--- src/rtl/apb_mbox_arb.sv ---
// apb_mbox_arb: round-robin arbiter that bridges two req/done mailbox masters onto one APB master port.
// Define APB_MBOX_ARB_TIMEOUT_EN to abort ACCESS phases that stall for TIMEOUT_CYCLES wait cycles.
module apb_mbox_arb #(
  parameter int unsigned TIMEOUT_CYCLES = 16
) (
  input  logic        pclk,
  input  logic        presetn,
  input  logic        m0_req,
  input  logic        m0_write,
  input  logic [11:0] m0_addr,
  input  logic [31:0] m0_wdata,
  output logic        m0_done,
  output logic [31:0] m0_rdata,
  output logic        m0_err,
  input  logic        m1_req,
  input  logic        m1_write,
  input  logic [11:0] m1_addr,
  input  logic [31:0] m1_wdata,
  output logic        m1_done,
  output logic [31:0] m1_rdata,
  output logic        m1_err,
  output logic        psel,
  output logic        penable,
  output logic        pwrite,
  output logic [11:0] paddr,
  output logic [31:0] pwdata,
  input  logic        pready,
  input  logic [31:0] prdata,
  input  logic [1:0]  pslverr
);

  if (TIMEOUT_CYCLES == 0 || TIMEOUT_CYCLES > 255) begin : g_timeout_range
    $error("apb_mbox_arb: TIMEOUT_CYCLES must lie in 1..255");
  end

  typedef enum logic [1:0] {IDLE, SETUP, ACCESS} state_t;

  state_t state, state_nxt;
  logic   last_m1;     // 1 = m1 was granted last, so m0 wins a tie
  logic   cur_m1;      // owner of the transfer in flight
  logic   elig0_c, elig1_c;
  logic   grant_c, grant_m1_c, complete_c, timeout_c;
  logic   xfer_err_c, rd_capture_c;

  // A request still high during its own done pulse is not eligible again.
  assign elig0_c = m0_req & ~m0_done;
  assign elig1_c = m1_req & ~m1_done;

`ifdef APB_MBOX_ARB_TIMEOUT_EN
  localparam int unsigned CW = 8;
  logic [CW-1:0] wait_cnt;

  // Consecutive pready=0 cycles of the current ACCESS phase.
  always_ff @(posedge pclk or negedge presetn) begin
    if (!presetn) begin
      wait_cnt <= '0;
    end else if (state == SETUP) begin
      wait_cnt <= '0;
    end else if (state == ACCESS && !pready) begin
      wait_cnt <= wait_cnt + CW'(1);
    end
  end

  assign timeout_c = (state == ACCESS) && !pready && (wait_cnt == CW'(TIMEOUT_CYCLES - 1));
`else
  assign timeout_c = 1'b0;
`endif

  assign xfer_err_c   = timeout_c | (|pslverr);
  assign rd_capture_c = ~pwrite & ~timeout_c;

  always_ff @(posedge pclk or negedge presetn) begin
    if (!presetn) state <= IDLE;
    else          state <= state_nxt;
  end

  // Next state plus grant/complete strobes.
  always_comb begin
    state_nxt  = state;
    grant_c    = 1'b0;
    grant_m1_c = 1'b0;
    complete_c = 1'b0;
    case (state)
      IDLE: begin
        if (elig0_c || elig1_c) begin
          grant_c    = 1'b1;
          grant_m1_c = elig1_c & (~elig0_c | ~last_m1);
          state_nxt  = SETUP;
        end
      end
      SETUP:  state_nxt = ACCESS;
      ACCESS: begin
        if (pready || timeout_c) begin
          complete_c = 1'b1;
          state_nxt  = IDLE;
        end
      end
      default: state_nxt = IDLE;
    endcase
  end

  // Registered APB drive, grant latch and per-master completion status.
  always_ff @(posedge pclk or negedge presetn) begin
    if (!presetn) begin
      psel     <= 1'b0;
      penable  <= 1'b0;
      pwrite   <= 1'b0;
      paddr    <= '0;
      pwdata   <= '0;
      last_m1  <= 1'b1;
      cur_m1   <= 1'b0;
      m0_done  <= 1'b0;
      m1_done  <= 1'b0;
      m0_err   <= 1'b0;
      m1_err   <= 1'b0;
      m0_rdata <= '0;
      m1_rdata <= '0;
    end else begin
      psel    <= (state_nxt != IDLE);
      penable <= (state_nxt == ACCESS);
      m0_done <= 1'b0;
      m1_done <= 1'b0;
      if (grant_c) begin
        cur_m1  <= grant_m1_c;
        last_m1 <= grant_m1_c;
        pwrite  <= grant_m1_c ? m1_write : m0_write;
        paddr   <= grant_m1_c ? m1_addr  : m0_addr;
        pwdata  <= grant_m1_c ? m1_wdata : m0_wdata;
      end else if (state_nxt == IDLE) begin
        pwrite <= 1'b0;
        paddr  <= '0;
        pwdata <= '0;
      end
      if (complete_c) begin
        if (cur_m1) begin
          m1_done <= 1'b1;
          m1_err  <= xfer_err_c;
          if (rd_capture_c) m1_rdata <= prdata;
        end else begin
          m0_done <= 1'b1;
          m0_err  <= xfer_err_c;
          if (rd_capture_c) m0_rdata <= prdata;
        end
      end
    end
  end

endmodule
--- config.mk ---
export PLATFORM = sky130hd
export DESIGN_NAME = apb_mbox_arb
export DESIGN_NICKNAME = d
export VERILOG_FILES = /design/src/rtl/apb_mbox_arb.sv
export SDC_FILE = /design/constraint.sdc
export NUM_CORES = 1
export LEC_CHECK = 0
export BUFFER_PORTS_ARGS = -buffer_cell sky130_fd_sc_hd__buf_4
export CORE_ASPECT_RATIO = 1.25
export CORE_UTILIZATION = 40
export DETAILED_ROUTE_END_ITERATION = 7
export PLACE_DENSITY = 0.67
export SLEW_MARGIN = 20
export SYNTH_ARGS = -nofsm -noshare
export SYNTH_HDL_FRONTEND = slang
export SYNTH_SLANG_ARGS = --single-unit
--- constraint.sdc ---
create_clock -name pclk -period 3.9 [get_ports pclk]
set_input_delay 0.585 -clock pclk [delete_from_list [all_inputs] [get_ports pclk]]
set_output_delay 0.585 -clock pclk [all_outputs]
set_load 0.02 [all_outputs]
Yosys cells after proc, flatten, opt, wreduce, memory -nomap -nowiden
Index checks and enable logic that the tools add are counted.
{ "word_totals": {"ff_bits": 119, "inputBits": 129, "wordCells": 59} }
{ "classes": {"n_eq_ne": 3, "mux": 22, "n_bitwise": 10, "n_reduce_logical": 10} }
{ "ops": {"columns": ["op", "n"], "rows": [
  ["$mux W32", 3],
  ["$mux W12", 3],
  ["$mux W1", 13],
  ["$not A1 Y1", 6],
  ["$pmux W2 S3", 1],
  ["$reduce_and A3 Y1", 2],
  ["$eq A2 B2 Y1 const B", 2],
  ["$logic_not A2 Y1", 2],
  ["$mux W2", 2],
  ["$reduce_and A2 Y1", 2],
  ["$reduce_bool A2 Y1", 2],
  ["$and A1 B1 Y1", 3],
  ["$eq A2 B1 Y1 const B", 1],
  ["$reduce_or A2 Y1", 1],
  ["$logic_or A1 B1 Y1", 1],
  ["$or A1 B1 Y1", 1]
]} }

Logic depth before layout (Yosys ltp)
Gate-level depths: netlist of the first run.
{ "logic_depth": {"ltp_word": 9, "ltp_mapped": 6, "ltp_nobuf": 3} }

Least setup slack after synthesis of the first run
OpenSTA, ideal clock, no wires.
{ "synth_timing": {"path_type": "input to register", "start": "input pready", "end": "register m1_rdata[0]", "setup_ns": 0.125, "arrival_ns": 1.647, "required_time_ns": 3.775, "slack_ns": 2.128, "cell_stages": 5, "cell_sequence": "nand3b_1 -> or3b_1 -> buf_2 -> buf_6 -> mux2_4"} }
{ "synth_between": {"elab_chain_len": 3} }
{ "synth_rtl": {"columns": ["element", "line_no", "text"], "rows": [
  ["from (decl)", "27", "input logic pready,"],
  ["$mux W1", "93", "if (pready || timeout_c) begin"],
  ["$mux W1", "83", "case (state)"],
  ["$reduce_and A3 Y1 (no source line)", null, null],
  ["to (signal assigned)", "138", "if (rd_capture_c) m1_rdata <= prdata;"],
  ["to (decl)", "20", "output logic [31:0] m1_rdata,"]
]} }
No other way between the ends.
A chain may end at the register's enable or synchronous reset.

Worst setup path in the final report of the first run
{ "layout_timing": {"start": "register m0_done", "end": "register pwdata[2]"} }
{ "layout_between": {"elab_chain_len": 9, "elab_cells_between_ends": 16, "classes_between": "8 x mux; 5 x bitwise; 3 x reduce/logical"} }
{ "layout_rtl": {"columns": ["element", "line_no", "text"], "rows": [
  ["from (decl)", "12", "output logic m0_done,"],
  ["from (signal assigned)", "112", "m0_done <= 1'b0;"],
  ["from (signal assigned)", "121", "m0_done <= 1'b0;"],
  ["from (signal assigned)", "140", "m0_done <= 1'b1;"],
  ["$not A1 Y1 *", "46", "assign elig0_c = m0_req & ~m0_done;"],
  ["$and A1 B1 Y1 *", "46", null],
  ["$not A1 Y1", "87", "grant_m1_c = elig1_c & (~elig0_c | ~last_m1);"],
  ["$or A1 B1 Y1", "87", null],
  ["$and A1 B1 Y1", "87", null],
  ["$mux W1", "85", "if (elig0_c || elig1_c) begin"],
  ["$mux W1", "83", null],
  ["$mux W32", "128", "pwdata <= grant_m1_c ? m1_wdata : m0_wdata;"],
  ["$mux W32", "123", "if (grant_c) begin"],
  ["to (signal assigned)", "128", null],
  ["to (decl)", "26", "output logic [31:0] pwdata,"]
]} }
Every way passes the cells marked *; elsewhere a longest branch is shown, timed or not.

==> impl_metrics.yaml, run 1 <==
status:
  status: "finished clean"
clock_tree:
  insertion_delay_ns: 0.40
  ctsRootBufferMaster: "clkbuf_16"
  cts_buffers: 17
  cts_tree: "yes"
  cts_buffer_depth: 2
  post_cts_buffers: 0
  cts_hold_buf: 0
  cts_resized: 0
  clkSinkCount: 119
  htree_levels: 4
  clkTransAtPathRegs_ns: 0.05
final_layout:
  drive_above_1_share_pct: 56.7
  area_delta_synth_final_pct: 49.6
  finalNonFillerCells: 794
  layout_common_cells: "buf_4 (253), dfrtp_1 (118), inv_1 (47)"
  final_common_cell: "buf_4"
  nets: 743
  diodes: 0
sta:
  setup_viol: 0
  tns_ns: 0
  skew_ns: 0.00682
  hold_viol: 0
  rsz0062_at_grt: "false"
  final.min_clock_period_ns: 2.20
  relSlewSlack_pct: 38.0
  fmax_ghz: 0.454
  period_share_pct: 56.5
  final_max_slew_viol_count: 0
  tightestPinTransition_ns: 0.930
die:
  core_area_um2: 12700
  dieWidth_um: 104
  die-area_um2: 13400
  rows: 46
  initial_utilization_pct: 40.8
  ios: 244
  die_h_um: 129
logic_synthesis:
  seq_area_frac_synth_pct: 57.7
  synth-warning-count: 0
  syn_area_um2: 5160
  netlist_instances: 378
  synth.net_count: 507
  yosys_register_bits: 119
  avgSynthCellArea_um2: 13.7
  yosysUniqueCellTypes: 25
drt:
  vias_per_cell: 5.15
  wirelength_um: 13400
  via_count: 4092
  post_drt_wl_per_cell_um: 16.8
  dr.pass1.iters: 4
  drcViolationCount: 0
  drtAntennaViolNets: 0
  drt_iter0_drc: 216
power:
  p_total_w: 0.00658
  leakagePower_nw: 3.94
  p_per_area_nw_per_um2: 852
  peakVddDrop_mv: 0.403
critical_path:
  setup.worst_path.class: "reg -> reg"
  crit_fanout: 46
  cp.arrival_ns: 2.53
  end_kind: "flip-flop"
  worstPathRequired_ns: 4.23
  start_kind: "flip-flop"
placement:
  dp_hpwl_um: 9250
  portBuffers: 243
  dp_cells: 763
  routabilityCongestion: 0.808
flow_run:
  drv_cap: 0
hold_path:
  hp-class: "in -> async"
grt:
  grt_overflow: 0
  antenna_found_initial: 0
  gr-usage-all-layers_pct: 20.2
  grt_first_pass_wirelength_um: 21100
  grt_pass1_vias: 4160
  grt_max_degree: 76
==> metal layers <==
| metal | routed length [µm] | GRT usage [%] | share of wire, % |
|---|---|---|---|
| met1 | 5560 | 25.4 | 42 |
| met2 | 6690 | 33.7 | 50 |
| met3 | 923 | 4.88 | 6.9 |
| met4 | 184 | 8.10 | 1.4 |
| met5 | 0 | 0 | 0 |
==> synth_stat cells <==
cell type | n | share of area [%]
buf_2 | 9 | 0.87
inv_1 | 47 | 3.4
nor2_1 | 3 | 0.22
buf_1 | 2 | 0.15
nor2b_1 | 2 | 0.24
dfrtp_1 | 118 | 57
nand3b_1 | 1 | 0.15
nor3_2 | 1 | 0.19
a221o_1 | 45 | 8.7
o211a_1 | 1 | 0.19
nand4b_1 | 1 | 0.17
buf_6 | 3 | 0.65
mux2_2 | 36 | 7.8
nand2b_1 | 2 | 0.24
mux2_1 | 2 | 0.44
or3b_1 | 1 | 0.17
o21ai_0 | 1 | 0.097
mux2_4 | 30 | 8.7
clkinv_1 | 1 | 0.073
clkbuf_1 | 22 | 1.6
a2111oi_0 | 45 | 7.6
or2_1 | 1 | 0.12
dfstp_2 | 1 | 0.51
a21o_1 | 2 | 0.29
or2_2 | 1 | 0.12
==> layout make-up <==
type                       instances  area [µm²]
clock inverter                    11         148
tap                              168         210
fill                            1021        4930
inverter                          48         180
timing repair buffer             253        1900
sequential                       119        2980
multi-input combinational        175        1850
clock buffer                      20         467
==> flip-flops by register name, indices dropped and copies added (netlist names) <==
signal	flops
m0_rdata	32
m1_rdata	32
pwdata	32
paddr	12
state	2
cur_m1	1
last_m1	1
m0_done	1
m0_err	1
m1_done	1
m1_err	1
penable	1
psel	1
pwrite	1
==> per-stage QoR <==
stage | hold slack (ns) | instance area [µm²] | setup WS, ns | utilization, %
6_report | 0.329 | 7730 | 1.70 | 61.0
5_1_grt | 0.396 | 7730 | 1.53 | 61.0
4_1_cts | 0.351 | 7730 | 1.67 | 61.0
3_5_place_dp | 0.487 | 7110 | 1.40 | 56.2
3_3_place_gp | 0.474 | 7110 | 1.47 | 56.2
2_1_floorplan | 0.289 | 5160 | 2.13 | -
==> critical path, stage by stage (launching register included) <==
cell      delay [ns]
dfrtp_1         0.36
nand2b_1        0.11
buf_4           0.36
o211a_1         0.80
buf_4           0.31
a221o_1         0.17
==> power breakdown <==
part           switching (W)  total, W  internal, W
registers           0.000333   0.00212      0.00179
logic                0.00150   0.00287      0.00138
clock network       0.000535   0.00159      0.00105
==> cell families after synthesis <==
| logic type | after synthesis | share of synthesized area (%) |
|---|---|---|
| DFF | 119 | 57.7 |
| buffers and inverters | 84 | 6.76 |
| muxes | 68 | 17.0 |
| and+or+nand+nor | 13 | 1.62 |
| AOI/OAI and AO/OA | 94 | 16.9 |
==> path summary, 6_finish.rpt <==
path,start,to,slack (ns),cells after the start
max,m0_done$_DFF_PN0_,pwdata[2]$_DFFE_PN0P_,1.70,5
min,presetn,m1_rdata[7]$_DFFE_PN0P_,0.33,1
max reg2reg,m0_done$_DFF_PN0_,pwdata[2]$_DFFE_PN0P_,1.70,5
min reg2reg,m0_rdata[24]$_DFFE_PN0P_,m0_rdata[24]$_DFFE_PN0P_,0.49,1
max in group asynchronous,presetn,pwdata[8]$_DFFE_PN0P_,2.65,2
min in group pclk,prdata[25],m0_rdata[25]$_DFFE_PN0P_,0.41,2
(Power assumes the default switching activity.)
==> run 2, diff against run 1 <==
--- a/config.mk
+++ b/config.mk
@@ -9,7 +9,7 @@
 export CORE_ASPECT_RATIO = 1.25
 export CORE_UTILIZATION = 40
 export DETAILED_ROUTE_END_ITERATION = 7
-export PLACE_DENSITY = 0.67
+export PLACE_DENSITY = 0.7
 export SLEW_MARGIN = 20
 export SYNTH_ARGS = -nofsm -noshare
 export SYNTH_HDL_FRONTEND = slang
==> constraint.sdc (replaced) <==
create_clock -name pclk -period 1.8 [get_ports pclk]
set_input_delay 0.27 -clock pclk [delete_from_list [all_inputs] [get_ports pclk]]
set_output_delay 0.27 -clock pclk [all_outputs]
set_load 0.02 [all_outputs]
==> impl_metrics.yaml, run 2 (same netlist as run 1, synthesis figures left out) <==
drt:
  post_drt_wl_per_cell_um: 17.1
  via_count: 4195
  dr.pass1.iters: 4
  drt_iter0_drc: 176
  drcViolationCount: 0
  drtAntennaViolNets: 0
  vias_per_cell: 5.24
  wirelength_um: 13700
power:
  p_int_w: 0.00917
  swShare_pct: 36.8
  peakVddDrop_mv: 0.850
  leakagePower_nw: 4.01
  p_sw_w: 0.00533
  combPwrFrac_pct: 44.7
  seqPwrFrac_pct: 31.8
  clock_power_share_pct: 23.5
  p_per_area_nw_per_um2: 1840
sta:
  rsz0062_at_grt: "false"
  period_share_pct: 94.6
  final.min_clock_period_ns: 1.70
  tns_ns: 0
  fmax_ghz: 0.587
  setup_viol: 0
  relSlewSlack_pct: 63.1
  skew_ns: 0.00912
  fin_hold_ws_ns: 0.0874
  final_max_slew_viol_count: 0
  hold_viol: 0
  tightestPinTransition_ns: 0.540
placement:
  dp_cells: 766
  portBuffers: 243
  routabilityCongestion: 0.764
  dp_hpwl_um: 9350
  dpl-instance-area_um2: 7250
grt:
  grt.busiest_layer: "met2"
  grt_overflow: 0
  grt_first_pass_wirelength_um: 21900
  grt_pass1_vias: 4180
  grt_use_met1_pct: 27.3
  antenna_found_initial: 0
  met2_usage_pct: 34.1
  grt_use_met3_pct: 4.73
  grt_max_degree: 55
  gr-usage-all-layers_pct: 20.7
critical_path:
  cp.arrival_ns: 1.99
  worstPathCellList: "nand3b_1, or3b_4, clkbuf_16, mux2_4"
  worst-path-buf-inv: 1
  critPathTopFamily: "simple AND/OR/NAND/NOR gates"
  end_kind: "flip-flop"
  max_stage_delay_ns: 0.45
  start_kind: "flip-flop"
  crit_fanout: 16
  worstSetupPathDepth: 4
  setup.worst_path.class: "reg -> reg"
  worstPathRequired_ns: 2.09
  cpMaxStageDelayCell: "or3b_4"
  reg2reg_depth: 4
final_layout:
  drive_above_1_share_pct: 57.1
  layout_common_cells: "buf_4 (247), dfrtp_1 (117), inv_1 (47)"
  area_delta_synth_final_pct: 52.8
  final_util_pct: 62.3
  final_cell_area_um2: 7890
  final_common_cell: "buf_4"
  diodes: 0
  finalNonFillerCells: 800
  reg_top3: "m0_rdata (32), m1_rdata (32), pwdata (32)"
  nets: 748
clock_tree:
  cts_buffers: 17
  insertion_delay_ns: 0.41
  htree_levels: 4
  cts_buffer_depth: 2
  cts_tree: "yes"
  clkSinkCount: 119
  ctsRootBufferMaster: "clkbuf_16"
  clkTransAtPathRegs_ns: 0.06
  post_cts_buffers: 0
die:
  core_area_um2: 12700
  die-area_um2: 13400
  ios: 244
  dieWidth_um: 104
  initial_utilization_pct: 40.8
  die_h_um: 129
  rows: 46
hold_path:
  hold_depth: 2
  hp-class: "in -> reg"
status:
  status: "finished clean"
flow_run:
  drv_cap: 0
[run 2: power by group through the flow]
stage	Clock, W	Combinational, W	Sequential, W
floorplan	0	0.00230	0.00590
global placement	0	0.00634	0.00460
detailed placement	0	0.00648	0.00461
CTS	0.00348	0.00649	0.00461
global route	0.00360	0.00685	0.00477
finish	0.00341	0.00648	0.00461
[run 2: final timing paths]
kind,startpoint,end,slack (ns)
min in group asynchronous,presetn,m0_rdata[0]$_DFFE_PN0P_,0.25
worst max-delay path,state[0]$_DFF_PN0_,m1_rdata[26]$_DFFE_PN0P_,0.1
worst min-delay path,m1_addr[3],paddr[3]$_DFFE_PN0P_,0.09
max in group asynchronous,presetn,last_m1$_DFFE_PN1P_,0.97
worst max register to register,state[0]$_DFF_PN0_,m1_rdata[26]$_DFFE_PN0P_,0.1
worst min register to register,m0_rdata[24]$_DFFE_PN0P_,m0_rdata[24]$_DFFE_PN0P_,0.49
[run 2: cell type report]
cell class | count | area [µm²]
Clock buffer | 18 | 439
Clock inverter | 14 | 165
Timing Repair Buffer | 258 | 2070
Sequential cell | 119 | 2980
Fill cell | 990 | 4770
Inverter | 48 | 180
Multi-Input combinational cell | 175 | 1850
Tap cell | 168 | 210
[run 2: through the flow]
step	setup slack (ns)	total power (W)
3_3_place_gp	0.0503	0.0109
5_1_grt	0.00324	0.0152
2_1_floorplan	0.0867	0.00820
6_report	0.0966	0.0145
3_5_place_dp	0.0177	0.0111
4_1_cts	0.00535	0.0146
[run 2: layer usage]
layer  vias to the layer above  wire (µm)
li1                       1919          -
met3                        13        865
met5                         -          0
met2                       188       6900
met4                         0        203
met1                      2075       5720
[run 2: repair_timing]
action,CTS,global route
endpoints found under the hold margin,95,0
hold buffers,1,0
setup endpoints to repair,0,33
gates resized for setup,0,3
